==> src/rtl/sb_incr_initiator.sv <==
// sb_incr_initiator
//   Self-contained traffic initiator and checker for the switchboard packet
//   stream. It sends NPKT numbered packets out of the TX port into an
//   increment DUT. It checks every response on the RX port: each data byte
//   must come back +1 (mod 256), and dest and last must be unchanged.
//
// Ports
//   clk, nreset      clock, synchronous active-low reset
//   start            begin a run (honoured in IDLE or DONE)
//   tx_*             outgoing packet stream (data/dest/last/valid, ready in)
//   rx_*             returning packet stream (data/dest/last/valid in, ready out)
//   busy, done       run in progress / run finished
//   pass             finished with no errors and no watchdog expiry
//   err_count        mismatched or unsolicited beats, saturating
//   rx_count         responses accepted in the current run
//   timeout          watchdog fired
//
// Optional feature
//   SB_INIT_TIMEOUT_EN: adds an idle watchdog of TIMEOUT cycles. It runs
//   while responses are outstanding and ends the run early when it expires.
module sb_incr_initiator #(
    parameter int          DW      = 256,
    parameter int          NPKT    = 16,
    parameter int          MAX_OUT = 4,
    parameter logic [31:0] DEST    = 32'h0,
    parameter int          TIMEOUT = 1024
) (
    input  logic          clk,
    input  logic          nreset,
    input  logic          start,
    output logic [DW-1:0] tx_data,
    output logic [31:0]   tx_dest,
    output logic          tx_last,
    output logic          tx_valid,
    input  logic          tx_ready,
    input  logic [DW-1:0] rx_data,
    input  logic [31:0]   rx_dest,
    input  logic          rx_last,
    input  logic          rx_valid,
    output logic          rx_ready,
    output logic          busy,
    output logic          done,
    output logic          pass,
    output logic [15:0]   err_count,
    output logic [15:0]   rx_count,
    output logic          timeout
);
    localparam int NB = DW / 8;
    // One spare bit so that tx_cnt + 1 never overflows, even at NPKT = 65535.
    localparam int CW = 17;
    localparam logic [CW-1:0] NPKT_C    = CW'(NPKT);
    localparam logic [CW-1:0] LAST_C    = CW'(NPKT - 1);
    localparam logic [CW-1:0] MAX_OUT_C = CW'(MAX_OUT);

    typedef enum logic [1:0] {IDLE, RUN, DONE} state_t;

    state_t          state_reg, state_next;
    logic [CW-1:0]   tx_cnt_reg, rx_cnt_reg;
    logic [15:0]     err_reg;
    logic            timeout_reg;

    logic            in_run, start_run;
    logic            tx_fire, rx_fire, rx_expected, rx_bad, final_rx, wd_fire;
    logic [NB-1:0]   byte_bad;
    logic [DW-1:0]   pkt_data;

    assign in_run    = (state_reg == RUN);
    assign start_run = !in_run && start;

    // Packet contents depend on tx_cnt alone, so they hold steady during a stall.
    // They are forced to zero outside RUN so that all outputs read 0 after reset.
    generate
        for (genvar gi = 0; gi < NB; gi++) begin : g_bytes
            assign pkt_data[gi*8 +: 8] = tx_cnt_reg[7:0] + 8'(gi);
            assign byte_bad[gi] = rx_data[gi*8 +: 8] != (rx_cnt_reg[7:0] + 8'(gi + 1));
        end
    endgenerate

    assign tx_valid = in_run && (tx_cnt_reg < NPKT_C)
                      && ((tx_cnt_reg - rx_cnt_reg) < MAX_OUT_C);
    assign tx_data  = in_run ? pkt_data : '0;
    assign tx_dest  = in_run ? (DEST + 32'(tx_cnt_reg)) : 32'h0;
    assign tx_last  = in_run && (tx_cnt_reg == LAST_C);
    assign tx_fire  = tx_valid && tx_ready;

    assign rx_ready = in_run;
    assign rx_fire  = rx_valid && rx_ready;
    // A beat is expected if it matches a packet already sent. It also counts
    // if it matches the packet being sent this same cycle (pass-through DUT).
    assign rx_expected = rx_cnt_reg < (tx_cnt_reg + CW'(tx_fire));
    assign rx_bad   = (|byte_bad)
                      || (rx_dest != (DEST + 32'(rx_cnt_reg)))
                      || (rx_last != (rx_cnt_reg == LAST_C));
    assign final_rx = rx_fire && rx_expected && (rx_cnt_reg == LAST_C);

`ifdef SB_INIT_TIMEOUT_EN
    logic [15:0] idle_reg;

    // Counts cycles with responses outstanding and nothing arriving.
    assign wd_fire = in_run && !rx_fire && (tx_cnt_reg != rx_cnt_reg)
                     && (idle_reg == 16'(TIMEOUT - 1));

    always_ff @(posedge clk) begin
        if (!nreset) begin
            idle_reg <= '0;
        end else if (!in_run || rx_fire || (tx_cnt_reg == rx_cnt_reg)) begin
            idle_reg <= '0;
        end else if (!wd_fire) begin
            idle_reg <= idle_reg + 16'd1;
        end
    end
`else
    // No watchdog: TIMEOUT has no effect in this build.
    assign wd_fire = 1'b0 && (TIMEOUT > 0);
`endif

    always_ff @(posedge clk) begin
        if (!nreset) begin
            state_reg <= IDLE;
        end else begin
            state_reg <= state_next;
        end
    end

    always_comb begin
        state_next = state_reg;
        unique case (state_reg)
            IDLE, DONE: if (start) state_next = RUN;
            RUN:        if (final_rx || wd_fire) state_next = DONE;
            default:    state_next = IDLE;
        endcase
    end

    always_ff @(posedge clk) begin
        if (!nreset) begin
            tx_cnt_reg  <= '0;
            rx_cnt_reg  <= '0;
            err_reg     <= '0;
            timeout_reg <= 1'b0;
        end else if (start_run) begin
            tx_cnt_reg  <= '0;
            rx_cnt_reg  <= '0;
            err_reg     <= '0;
            timeout_reg <= 1'b0;
        end else if (in_run) begin
            if (tx_fire) begin
                tx_cnt_reg <= tx_cnt_reg + CW'(1);
            end
            if (rx_fire && rx_expected) begin
                rx_cnt_reg <= rx_cnt_reg + CW'(1);
            end
            // An unsolicited beat, or a bad expected one, costs exactly one error.
            if (rx_fire && (!rx_expected || rx_bad) && (err_reg != 16'hFFFF)) begin
                err_reg <= err_reg + 16'd1;
            end
            if (wd_fire) begin
                timeout_reg <= 1'b1;
            end
        end
    end

    assign busy      = in_run;
    assign done      = (state_reg == DONE);
    assign pass      = done && (err_reg == 16'h0) && !timeout_reg;
    assign err_count = err_reg;
    assign rx_count  = rx_cnt_reg[15:0];
    assign timeout   = timeout_reg;

endmodule

==> config.mk <==
export PLATFORM = sky130hd
export DESIGN_NAME = sb_incr_initiator
export DESIGN_NICKNAME = d
export VERILOG_FILES = /design/src/rtl/sb_incr_initiator.sv
export SDC_FILE = /design/constraint.sdc
export NUM_CORES = 1
export LEC_CHECK = 0
export BUFFER_PORTS_ARGS = -buffer_cell sky130_fd_sc_hd__buf_2
export CORE_AREA = 5 5 241 243
export CTS_BUF_LIST = sky130_fd_sc_hd__clkbuf_16
export DETAILED_ROUTE_END_ITERATION = 7
export DIE_AREA = 0 0 246 248
export GPL_ROUTABILITY_DRIVEN = 0
export HOLD_SLACK_MARGIN = 0.02
export PLACE_DENSITY = 0.47
export SYNTH_ARGS = -nofsm -noshare
export SYNTH_HDL_FRONTEND = slang
export SYNTH_SLANG_ARGS = --single-unit
==> constraint.sdc <==
create_clock -name clk -period 8.1 [get_ports clk]
set_input_delay 1.62 -clock clk [delete_from_list [all_inputs] [get_ports clk]]
set_output_delay 1.62 -clock clk [all_outputs]
set_load 0.02 [all_outputs]
---- Word-level counts from Yosys, hierarchy flattened ----
Index checks and enable logic that the tools add are counted.
operators by class
  equality and inequality tests ........... 41
  bitwise gates (word level) .............. 1
  reductions and logical operators ........ 25
  $add $sub $neg .......................... 68
  order comparisons ....................... 3
  mux-type cells .......................... 5
operator list
  operator                                                                        count
  8-bit by 5-bit adder with 8-bit output (second input constant)                  32
  256-bit two-way mux                                                             1
  8-bit inequality test                                                           32
  8-bit by 4-bit adder with 8-bit output (second input constant)                  16
  8-bit by 3-bit adder with 8-bit output (second input constant)                  8
  17-bit by 1-bit adder with 17-bit output (second input constant)                2
  17-bit by 4-bit == test with 1-bit output (second input constant)               2
  8-bit by 2-bit adder with 8-bit output (second input constant)                  4
  32-bit by 17-bit inequality test with 1-bit output                              1
  32-bit OR reduction                                                             1
  17-bit by 1-bit adder with 17-bit output                                        1
  17-bit less-than comparator                                                     1
  17-bit by 3-bit less-than comparator with 1-bit output (second input constant)  1
  17-bit by 5-bit less-than comparator with 1-bit output (second input constant)  1
  17-bit two-way mux                                                              1
  17-bit subtractor                                                               1
  16-bit by 1-bit adder with 16-bit output (second input constant)                1
  8-bit by 1-bit adder with 8-bit output (second input constant)                  2
  16-bit logical NOT                                                              1
  16-bit inequality test (second input constant)                                  1
  1-bit logical AND                                                               11
  8-bit by 6-bit adder with 8-bit output (second input constant)                  1
  2-bit AND reduction                                                             4
  2-bit two-way mux                                                               2
  other kinds (11)                                                                15
storage, ports and cells
  output and inout bits ................... 327
  input bits .............................. 294
  flip-flop bits (word level) ............. 52
  logic and storage cells ................. 147

---- Depth between registers and ports, before layout ----
Gate-level depths: netlist of run 1.
  depth in word-level cells ............... 11
  mapped depth ............................ 32
  depth with buffers taken out ............ 28

---- Worst setup path after synthesis of run 1 ----
Ideal clock, no wire load.
  kind .................................... reg2reg
  start ................................... register rx_cnt_reg[3]
  end ..................................... register rx_cnt_reg[11]
  data arrival time ....................... 6.478 ns
  path slack .............................. 1.495 ns
  library setup time ...................... 0.128 ns
  path buffers ............................ 3
  data required time ...................... 7.972 ns
  period minus slack after synthesis ...... 6.605 ns
  stages on the path, launching flop included .. 28
  path through ............................ dfxtp_1 buf_4 buf_2 inv_2 ha_1 a21oi_1 o21ai_1 a21oi_1 mux2_2 a2111oi_1 o2111ai_1 nor4_4 ha_1 ha_1 nand3_1 xor2_1 ha_1 a21o_1 a21o_1 a2111oi_0 o31ai_1 a211oi_1 nor2b_1 clkbuf_1 nand4_1 nor3b_1 xnor2_1 nor2_1
between the ends
  word-level cells in the longest chain between the ends .. 8
  elaborated cells on any way between the ends .. 9
  those cells by class .................... add/sub: 3; order compare: 2; reduce/logical: 4
ends and longest elaborated chain
  element                                                 RTL line  source
  start, declared                                         58        logic [CW-1:0] tx_cnt_reg, rx_cnt_reg;
  start signal, assigned                                  150       rx_cnt_reg <= rx_cnt_reg + CW'(1);
  17-bit subtractor                                       80        && ((tx_cnt_reg - rx_cnt_reg) < MAX_OUT_C);
  17-bit by 3-bit less-than comparator with 1-bit output  80
  1-bit logical AND                                       80
  1-bit logical AND                                       84        assign tx_fire = tx_valid && tx_ready;
  17-bit by 1-bit adder with 17-bit output                90        assign rx_expected = rx_cnt_reg < (tx_cnt_reg + CW'(tx_fire));
  17-bit less-than comparator                             90
  1-bit logical AND                                       149       if (rx_fire && rx_expected) begin
  2-bit AND reduction (no source line)                    -
Parallel ways exist; a longest one is shown, timed or not.
A chain may end at the register's enable or synchronous reset.

---- Worst setup path in the final report of run 1 ----
  start ................................... register rx_cnt_reg[12]
  end ..................................... register rx_cnt_reg[14]
Same word-level chain as after synthesis.

==> results of run 1 <==
==> power by group through the flow <==
stage / sequential, mW / clock, mW / combinational (mW)
2_1_floorplan: 0.264 / 0 / 0.225
3_3_place_gp: 0.265 / 0 / 0.371
3_5_place_dp: 0.265 / 0 / 0.373
4_1_cts: 0.259 / 0.221 / 0.375
5_1_grt: 0.259 / 0.228 / 0.405
6_report: 0.259 / 0.213 / 0.379
==> kinds of logic (layout without fill, tap and decap cells) <==
group           count (synthesis)  in the layout  share of synthesized area
simple gates                  702            702                     0.2764
fa+ha+maj                      74             74                    0.06995
buf+inv                       335            708                     0.1414
other cells                     1             19                  0.0002833
mux                            14             14                    0.01097
flops                          52             52                    0.07865
xor+xnor                      317            317                     0.2098
compound gates                432            432                     0.2126
==> how the worst min path moves through the flow <==
stage	startpoint	end	slack, ns	cells past startpoint
3_5_place_dp	err_count[8]	err_count[8]	0.52	2
4_1_cts	err_count[5]	err_count[5]	0.54	2
6_report	err_count[5]	err_count[5]	0.54	2
5_1_grt	err_count[8]	err_count[8]	0.56	2
3_3_place_gp	err_count[9]	err_count[9]	0.51	2
2_1_floorplan	tx_cnt_reg[10]	tx_cnt_reg[10]	0.52	1
==> synthesized netlist by cell type, types with 8 or more instances <==
| library cell | n |
|---|---|
| a211oi_1 | 8 |
| dfxtp_1 | 52 |
| o2111ai_1 | 13 |
| ha_1 | 74 |
| nor4_1 | 27 |
| and3_1 | 30 |
| inv_1 | 57 |
| a21o_1 | 21 |
| mux2i_1 | 10 |
| or4_1 | 13 |
| and2_1 | 53 |
| or3_1 | 34 |
| nor2_1 | 199 |
| nor3_1 | 32 |
| nand3_1 | 59 |
| a21oi_2 | 8 |
| nor4b_1 | 14 |
| nand2_1 | 111 |
| a21oi_1 | 153 |
| nor2b_1 | 31 |
| nand4_1 | 33 |
| xnor2_1 | 221 |
| xor2_1 | 96 |
| a31oi_1 | 23 |
| o21ai_0 | 69 |
| buf_4 | 147 |
| nand4b_1 | 8 |
| a2111oi_0 | 15 |
| o221ai_1 | 10 |
| buf_2 | 29 |
| nand2b_1 | 19 |
| clkbuf_1 | 74 |
| nor3b_1 | 13 |
| o22ai_1 | 15 |
| buf_1 | 16 |
==> metrics by stage <==
stage               worst slack [ns]  instances  hold slack (ns)  power [mW]
detailed placement            0.4519       3063           0.5221      0.6381
global route                 0.01632       3072           0.5584      0.8924
floorplan                      1.495       1942           0.5169      0.4888
global placement              0.8029       3063           0.5106      0.6359
finish                        0.5730       3074           0.5376      0.8512
CTS                           0.4040       3071           0.5354      0.8553
==> layout make-up <==
| class | instances | area (µm²) |
|---|---|---|
| multi-input cells | 1555 | 10390 |
| clock buffers | 5 | 125.1 |
| flip-flops and latches | 52 | 1051 |
| fillers | 6271 | 39700 |
| well taps | 756 | 945.9 |
| diodes | 3 | 7.507 |
| inverters | 66 | 247.7 |
| repair buffers | 634 | 3248 |
| clock inverters | 3 | 16.27 |
==> cell usage in the layout, fill, tap and decap left out, drive strengths merged, types with 31 or more instances in the layout <==
| cell | n |
|---|---|
| nand3 | 59 |
| dfxtp | 52 |
| xor2 | 96 |
| nand4 | 33 |
| nor3 | 32 |
| buf | 634 |
| a21oi | 161 |
| nor2b | 31 |
| or3 | 34 |
| and2 | 53 |
| xnor2 | 221 |
| nand2 | 111 |
| nor2 | 199 |
| o21ai | 74 |
| inv | 64 |
| ha | 74 |
==> tightest hold or removal path, stage by stage (launching register included) <==
cell and delay [ns]:
dfxtp_1 0.36, o21ai_2 0.08, a21oi_2 0.05
==> routing by layer <==
layer  routed length (µm)  part of all wire  vias up  global-route usage
li1                     -                 -     7398                   -
met1                30140              0.43     7767              0.2861
met2                33330              0.47      808              0.3547
met3                 5408             0.076      102             0.03511
met4                 1921             0.027        4             0.05382
met5                   20           0.00028        -                   0
==> flow_metrics.env, run 1 <==
export IMPL_drt_iter0_drc=1404
export IMPL_drv_slew=0
export IMPL_grt_pass1_vias=14950
export IMPL_synth_seq_area_share=0.07865
export IMPL_post_cts_setup_buffers=0
export IMPL_rrSetupSlack_ns=0.57
export IMPL_max_freq_mhz=132.9
export IMPL_cpMaxStageDelayCell="or4_1"
export IMPL_port_buffers=604
export IMPL_worstSkewPairLatency_ns=0.30
export IMPL_pwr_share_clk=0.250
export IMPL_drive_above_1_share=0.2989
export IMPL_nNetsFinal=2682
export IMPL_critPathArrivalTime_ns=7.70
export IMPL_cp_startpoint="rx_cnt_reg[12]"
export IMPL_setup_violations_final=0
export IMPL_grt_overflow_total=0
export IMPL_final_area_um2=16030
export IMPL_final_util=0.2877
export IMPL_path_common_cell="ha_1"
export IMPL_drc_errors=0
export IMPL_r2r_end="rx_cnt_reg[14]"
export IMPL_coreArea_um2=55730
export IMPL_ys_warn_count=0
export IMPL_dieHeight_um=248
export IMPL_cts_tree="built"
export IMPL_antenna_found_initial=6
export IMPL_placed_area_um2=15880
export IMPL_grt_start_max_net_pins=93
export IMPL_grt_pass1_wl_um=99120
export IMPL_via_per_inst=5.231
export IMPL_maxSlewHeadroom=0.1567
export IMPL_synth_cell_types=84
export IMPL_worstSetupEndpoint="rx_cnt_reg[14]"
export IMPL_tightest_slew_ns=1.253
export IMPL_required_ns=8.28
export IMPL_async_reset_ff_frac=0
export IMPL_ir_drop_v=0.00007174
export IMPL_start_util=0.2375
export IMPL_cts_hold_buf=0
export IMPL_ios=621
export IMPL_h_tree_depth=2
export IMPL_critPathKind="reg2reg"
export IMPL_cts_root_buf="clkbuf_16"
export IMPL_cp_max_fo=10
export IMPL_p_leak_nw=7.179
export IMPL_cp_depth=24
export IMPL_clock_sinks=52
export IMPL_grt_usage=0.2124
export IMPL_reg2reg_from="rx_cnt_reg[12]"
export IMPL_ys_seq_elements=52
export IMPL_p_comb_frac=0.446
export IMPL_die_area_um2=61010
export IMPL_clkTransAtPathRegs_ns=0.07
export IMPL_syn_area_um2=13240
export IMPL_ant_nets=0
export IMPL_syn_avg_cell_area_um2=6.869
export IMPL_crit_buf_inv=1
export IMPL_period_share=0.9293
export IMPL_syn_inst=1927
export IMPL_p_switching_mw=0.3425
export IMPL_totalWireLength_um=70820
export IMPL_min_period_ns=7.527
export IMPL_intPower_mw=0.5087
export IMPL_max_cap_violations=0
export IMPL_synth_edff_count=0
export IMPL_post_drt_wl_per_cell_um=23.04
export IMPL_firstDrtPassIters=5
export IMPL_clock_path_buffers=2
export IMPL_syn2layout_area_growth_pct=21.14
export IMPL_power_density_nw_per_um2=53.08
export IMPL_yosys_area_top_type="xnor2_1"
export IMPL_p_sw_frac=0.4024
export IMPL_slowest_delay_ns=0.52
export IMPL_synth_top_cell_area_share=0.1462
export IMPL_fp_dieW_um=246
export IMPL_hold_path_class="reg2reg"
export IMPL_vias=16080
export IMPL_dpl_hpwl_um=56590
export IMPL_path_delay_family="compound AO/OA/AOI/OAI gates"
export IMPL_path_cells="inv_1 > ha_1 > nor2_1 > a2111oi_0 > o21ai_0 > or4_1 > a2111oi_1 > o2111ai_1 > nor4_4 > ha_1 > ha_1 > nand3_1 > xor2_1 > ha_1 > a21o_1 > a21o_1 > a2111oi_0 > o31ai_1 > a211oi_1 > nor2b_2 > nand4_1 > nor4_1 > xnor2_1 > nor2_1"
export IMPL_pwr_share_seq=0.304
export IMPL_reg2reg_depth=24
export IMPL_outcome="finished clean"
export IMPL_rows=87
export IMPL_synth_top_flop_cell="dfxtp_1"
export IMPL_tns_ns=0
export IMPL_cts_repair_resized=0
export IMPL_cts_inserted_buffers=5
export IMPL_crit_path_end_kind="flop"
export IMPL_start_kind="flop"
export IMPL_grt_setup_unrepaired="false"
export IMPL_yosys_top_cells_area="xnor2_1 15%, buf_4 8.3%, dfxtp_1 7.9%"
export IMPL_fin_worst_skew_ns=0.007911
export IMPL_hold_viol=0
Power figures use the tool's default switching activity.
==> run 2: changes to the inputs <==
Settings changed: CORE_AREA 5 5 241 243 to 5 5 238 240, DIE_AREA 0 0 246 248 to 0 0 243 245, PLACE_DENSITY 0.47 to 0.48.
Clock period 8.1 ns to 9.15 ns, I/O delays scaled along.
==> flow_metrics.env, run 2 (synthesis gave the netlist of run 1 again) <==
export IMPL_outcome="finished clean"
export IMPL_post_cts_setup_buffers=0
export IMPL_final_cell_mix="604 x buf_2, 221 x xnor2_1, 199 x nor2_1, 153 x a21oi_1, 111 x nand2_1"
export IMPL_tns_ns=0
export IMPL_h_tree_depth=2
export IMPL_dieHeight_um=245
export IMPL_post_drt_wl_per_cell_um=23.68
export IMPL_min_period_ns=7.867
export IMPL_cts_tree="built"
export IMPL_slowest_delay_ns=0.69
export IMPL_crit_path_end_kind="flop"
export IMPL_reg2reg_depth=27
export IMPL_syn2layout_area_growth_pct=20.75
export IMPL_placed_cells_incl_taps=3009
export IMPL_cts_repair_resized=0
export IMPL_ant_nets=0
export IMPL_cts_root_buf="clkbuf_16"
export IMPL_critPathKind="reg2reg"
export IMPL_die_area_um2=59540
export IMPL_path_delay_family="simple AND/OR/NAND/NOR gates"
export IMPL_fill_cells=6112
export IMPL_coreArea_um2=54450
export IMPL_rrSetupSlack_ns=1.28
export IMPL_grt_start_max_net_pins=79
export IMPL_totalWireLength_um=71580
export IMPL_drive_above_1_share=0.2983
export IMPL_maxSlewHeadroom=0.2843
export IMPL_hold_end="err_count[10]"
export IMPL_hold_path_class="reg2reg"
export IMPL_pwr_share_seq=0.292
export IMPL_hold_viol=0
export IMPL_intPower_mw=0.4796
export IMPL_dpl_hpwl_um=57050
export IMPL_cpMaxStageDelayCell="nor2b_1"
export IMPL_hold_depth=2
export IMPL_pwr_share_clk=0.281
export IMPL_fin_cells=3022
export IMPL_critPathArrivalTime_ns=8.04
export IMPL_grt_setup_unrepaired="false"
export IMPL_cp_max_fo=10
export IMPL_clock_sinks=52
export IMPL_nNetsFinal=2680
export IMPL_p_switching_mw=0.3057
export IMPL_cts_hold_buf=0
export IMPL_p_sw_frac=0.3893
export IMPL_clkTransAtPathRegs_ns=0.08
export IMPL_path_common_cell="ha_1"
export IMPL_p_comb_frac=0.427
export IMPL_worstSkewPairLatency_ns=0.30
export IMPL_tightest_slew_ns=1.071
export IMPL_grt_overflow_total=0
export IMPL_ios=621
export IMPL_fp_dieW_um=243
export IMPL_via_per_inst=5.305
export IMPL_setup_violations_final=0
export IMPL_ir_drop_v=0.00007008
export IMPL_grt_pass1_wl_um=103000
export IMPL_required_ns=9.32
export IMPL_reg2reg_from="rx_cnt_reg[12]"
export IMPL_fin_worst_skew_ns=0.01364
export IMPL_drv_slew=0
export IMPL_cts_inserted_buffers=5
export IMPL_firstDrtPassIters=6
export IMPL_clock_path_buffers=2
export IMPL_hold_start="err_count[10]"
export IMPL_p_leak_nw=7.180
export IMPL_max_cap_violations=0
export IMPL_drc_errors=0
export IMPL_max_freq_mhz=127.1
export IMPL_layout_commonest_cell="buf_2"
export IMPL_port_buffers=604
export IMPL_crit_buf_inv=1
export IMPL_rows=86
export IMPL_start_kind="flop"
export IMPL_final_util=0.2935
export IMPL_grt_pass1_vias=15410
export IMPL_drt_iter0_drc=1711
export IMPL_start_util=0.2431
export IMPL_grt_usage=0.2217
export IMPL_period_share=0.8598
export IMPL_r2r_end="rx_cnt_reg[16]"
export IMPL_antenna_found_initial=7
export IMPL_vias=16030
export IMPL_power_density_nw_per_um2=49.13
==> run 2: cell count changes in the layout (fill, tap and decap cells not counted), sizes merged <==
cell and delta:
buf -2, diode +2, bufinv +1, clkinv -1
==> run 2: through the flow <==
step | cell area, µm² | power (mW) | hold slack, ns | worst slack (ns)
2_1_floorplan | 13290 | 0.4327 | 0.5169 | 2.545
3_3_place_gp | 15800 | 0.5631 | 0.5056 | 1.845
3_5_place_dp | 15800 | 0.5643 | 0.5112 | 1.390
4_1_cts | 15970 | 0.7838 | 0.5243 | 1.335
5_1_grt | 15980 | 0.8172 | 0.5656 | 0.5031
6_report | 15980 | 0.7852 | 0.5305 | 1.283
==> run 2: per-layer routing <==
layer / GRT usage / routed length [µm] / vias up
met4: 0.06676 / 2438 / 6
met2: 0.3663 / 33310 / 821
met3: 0.04094 / 5581 / 122
met1: 0.2949 / 30210 / 7711
met5: 0 / 33 / -
li1: - / - / 7373
==> run 2: tightest hold or removal path, cell delays in order (launching register included) <==
cell and delay [ns]:
dfxtp_1 0.35, o31ai_1 0.08, a21oi_1 0.06
==> run 2: power groups by stage <==
| stage | logic (mW) | clock network [mW] | registers [mW] |
|---|---|---|---|
| after floorplan | 0.199 | 0 | 0.233 |
| after global placement | 0.329 | 0 | 0.234 |
| after detailed placement | 0.330 | 0 | 0.234 |
| after CTS | 0.332 | 0.223 | 0.229 |
| after global routing | 0.358 | 0.230 | 0.229 |
| final | 0.336 | 0.221 | 0.229 |
==> run 2: area by class of cell <==
| cell class | count | area [µm²] | share of cell area |
|---|---|---|---|
| diodes | 5 | 12.51 | 0.0007828 |
| clock buffers | 5 | 125.1 | 0.007828 |
| clock inverters | 3 | 42.54 | 0.002662 |
| inverters | 66 | 247.7 | 0.01550 |
| multi-input cells | 1555 | 10390 | 0.6501 |
| flip-flops and latches | 52 | 1051 | 0.06576 |
| well taps | 704 | 880.8 | 0.05511 |
| repair buffers | 632 | 3233 | 0.2023 |
==> run 2: worst max-delay path by stage <==
stage,startpoint,end,slack [ns],cells after the start
2_1_floorplan,rx_cnt_reg[3],rx_cnt_reg[11],2.54,27
3_3_place_gp,rx_cnt_reg[12],rx_cnt_reg[14],1.85,27
3_5_place_dp,rx_cnt_reg[12],rx_cnt_reg[16],1.39,27
4_1_cts,rx_cnt_reg[12],rx_cnt_reg[16],1.33,27
5_1_grt,rx_cnt_reg[12],rx_cnt_reg[15],0.50,27
6_report,rx_cnt_reg[12],rx_cnt_reg[16],1.28,27
==> run 3: changes to the inputs <==
Settings changed: CORE_AREA 5 5 238 240 to 5 5 239 241, DIE_AREA 0 0 243 245 to 0 0 244 246, PLACE_DENSITY 0.48 to 0.47, SLEW_MARGIN set to 5.
Clock period 9.15 ns to 10.2 ns, I/O delays scaled along.
==> flow_metrics.env, run 3 (synthesis gave the netlist of run 1 again) <==
export IMPL_outcome="finished clean"
export IMPL_ios=621
export IMPL_grt_overflow_total=0
export IMPL_hold_viol=0
export IMPL_cts_repair_resized=0
export IMPL_min_period_ns=7.549
export IMPL_h_tree_depth=2
export IMPL_final_util=0.2918
export IMPL_period_share=0.7401
export IMPL_clock_sinks=52
export IMPL_max_freq_mhz=132.5
export IMPL_cts_hold_buf=0
export IMPL_dpl_hpwl_um=57110
export IMPL_power_density_nw_per_um2=43.54
export IMPL_critPathArrivalTime_ns=7.71
export IMPL_cts_inserted_buffers=5
export IMPL_worstSkewPairLatency_ns=0.29
export IMPL_tightest_slew_ns=1.029
export IMPL_drv_slew=0
export IMPL_grt_pass1_wl_um=101500
export IMPL_hold_path_class="reg2reg"
export IMPL_max_cap_violations=0
export IMPL_ir_drop_v=0.00006177
export IMPL_fp_dieW_um=244
export IMPL_nNetsFinal=2678
export IMPL_die_area_um2=60020
export IMPL_firstDrtPassIters=6
export IMPL_port_buffers=604
export IMPL_totalWireLength_um=71060
export IMPL_drive_above_1_share=0.2971
export IMPL_cts_root_buf="clkbuf_16"
export IMPL_layout_commonest_cell="buf_2"
export IMPL_setup_violations_final=0
export IMPL_vias=15950
export IMPL_post_drt_wl_per_cell_um=23.56
export IMPL_drc_errors=0
export IMPL_drt_iter0_drc=1527
export IMPL_syn2layout_area_growth_pct=20.48
export IMPL_via_per_inst=5.287
export IMPL_post_cts_setup_buffers=0
export IMPL_fin_worst_skew_ns=0.006285
export IMPL_grt_start_max_net_pins=80
export IMPL_grt_pass1_vias=15270
export IMPL_critPathKind="reg2reg"
export IMPL_ant_nets=0
export IMPL_p_total_mw=0.6944
export IMPL_start_kind="flop"
export IMPL_required_ns=10.36
export IMPL_placed_area_um2=15790
export IMPL_coreArea_um2=54660
export IMPL_tns_ns=0
export IMPL_cp_max_fo=18
export IMPL_antenna_found_initial=5
export IMPL_final_cell_mix="604 x buf_2, 221 x xnor2_1, 199 x nor2_1, 153 x a21oi_1, 111 x nand2_1"
export IMPL_start_util=0.2421
export IMPL_dieHeight_um=246
export IMPL_cts_tree="built"
export IMPL_maxSlewHeadroom=0.3140
export IMPL_clkTransAtPathRegs_ns=0.07
export IMPL_crit_path_end_kind="flop"
export IMPL_grt_setup_unrepaired="false"
export IMPL_clock_path_buffers=2
export IMPL_hold_worst_slack_ns=0.5334
export IMPL_p_leak_nw=7.165
export IMPL_rows=86
export IMPL_grt_usage=0.2179
export IMPL_final_area_um2=15950
-- run 3: worst paths after layout --
| kind | from | to | slack, ns | cells past startpoint |
|---|---|---|---|---|
| worst min-delay path | err_count[11] | err_count[11] | 0.53 | 2 |
| worst max-delay path | rx_cnt_reg[7] | rx_cnt_reg[14] | 2.65 | 27 |
| worst max register to register | rx_cnt_reg[7] | rx_cnt_reg[14] | 2.65 | 27 |
| worst min register to register | err_count[11] | err_count[11] | 0.53 | 2 |
-- run 3: per-layer routing --
layer / GRT usage / vias to the layer above / wire (µm)
met5: 0 / - / 13
met4: 0.05792 / 2 / 2136
met3: 0.04003 / 111 / 5221
met2: 0.3542 / 755 / 32610
met1: 0.2975 / 7708 / 31080
li1: - / 7371 / -
-- run 3: worst max-delay path, cell delays in order, from the launching register on --
cell	delay [ns]
dfxtp_2	0.33
clkinv_1	0.56
ha_1	0.68
nand2_1	0.12
nor2_1	0.23
a21oi_1	0.17
o21a_1	0.22
a2111oi_1	0.50
o2111ai_1	0.25
nor4_4	0.48
ha_1	0.30
ha_1	0.23
nand3_1	0.13
nor2_1	0.24
and2_1	0.21
nand2_1	0.07
xor2_1	0.14
ha_1	0.30
a21oi_1	0.14
nor2b_1	0.06
o21ai_0	0.13
o21ai_0	0.10
a211oi_1	0.30
nor2b_1	0.61
nand4_1	0.37
nor4_1	0.33
xnor2_1	0.17
nor2_1	0.05
-- run 3: area by class of cell --
class | instances | area (µm²)
Timing Repair Buffer | 630 | 3218
Sequential cell | 52 | 1051
Tap cell | 704 | 880.8
Clock inverter | 1 | 30.03
Fill cell | 6160 | 38710
Clock buffer | 5 | 125.1
Antenna cell | 3 | 7.507
Inverter | 66 | 247.7
Multi-Input combinational cell | 1555 | 10390
-- run 3: report_power, final --
part / total, mW / switching (mW) / internal, mW
logic: 0.303 / 0.192 / 0.110
clock network: 0.186 / 0.0729 / 0.113
registers: 0.206 / 0.00202 / 0.204
-- run 3: metrics by stage --
| stage | worst slack (ns) | std cells |
|---|---|---|
| floorplan | 3.595 | 1942 |
| global placement | 2.796 | 3007 |
| detailed placement | 2.693 | 3007 |
| CTS | 2.660 | 3013 |
| global route | 1.873 | 3016 |
| finish | 2.651 | 3016 |
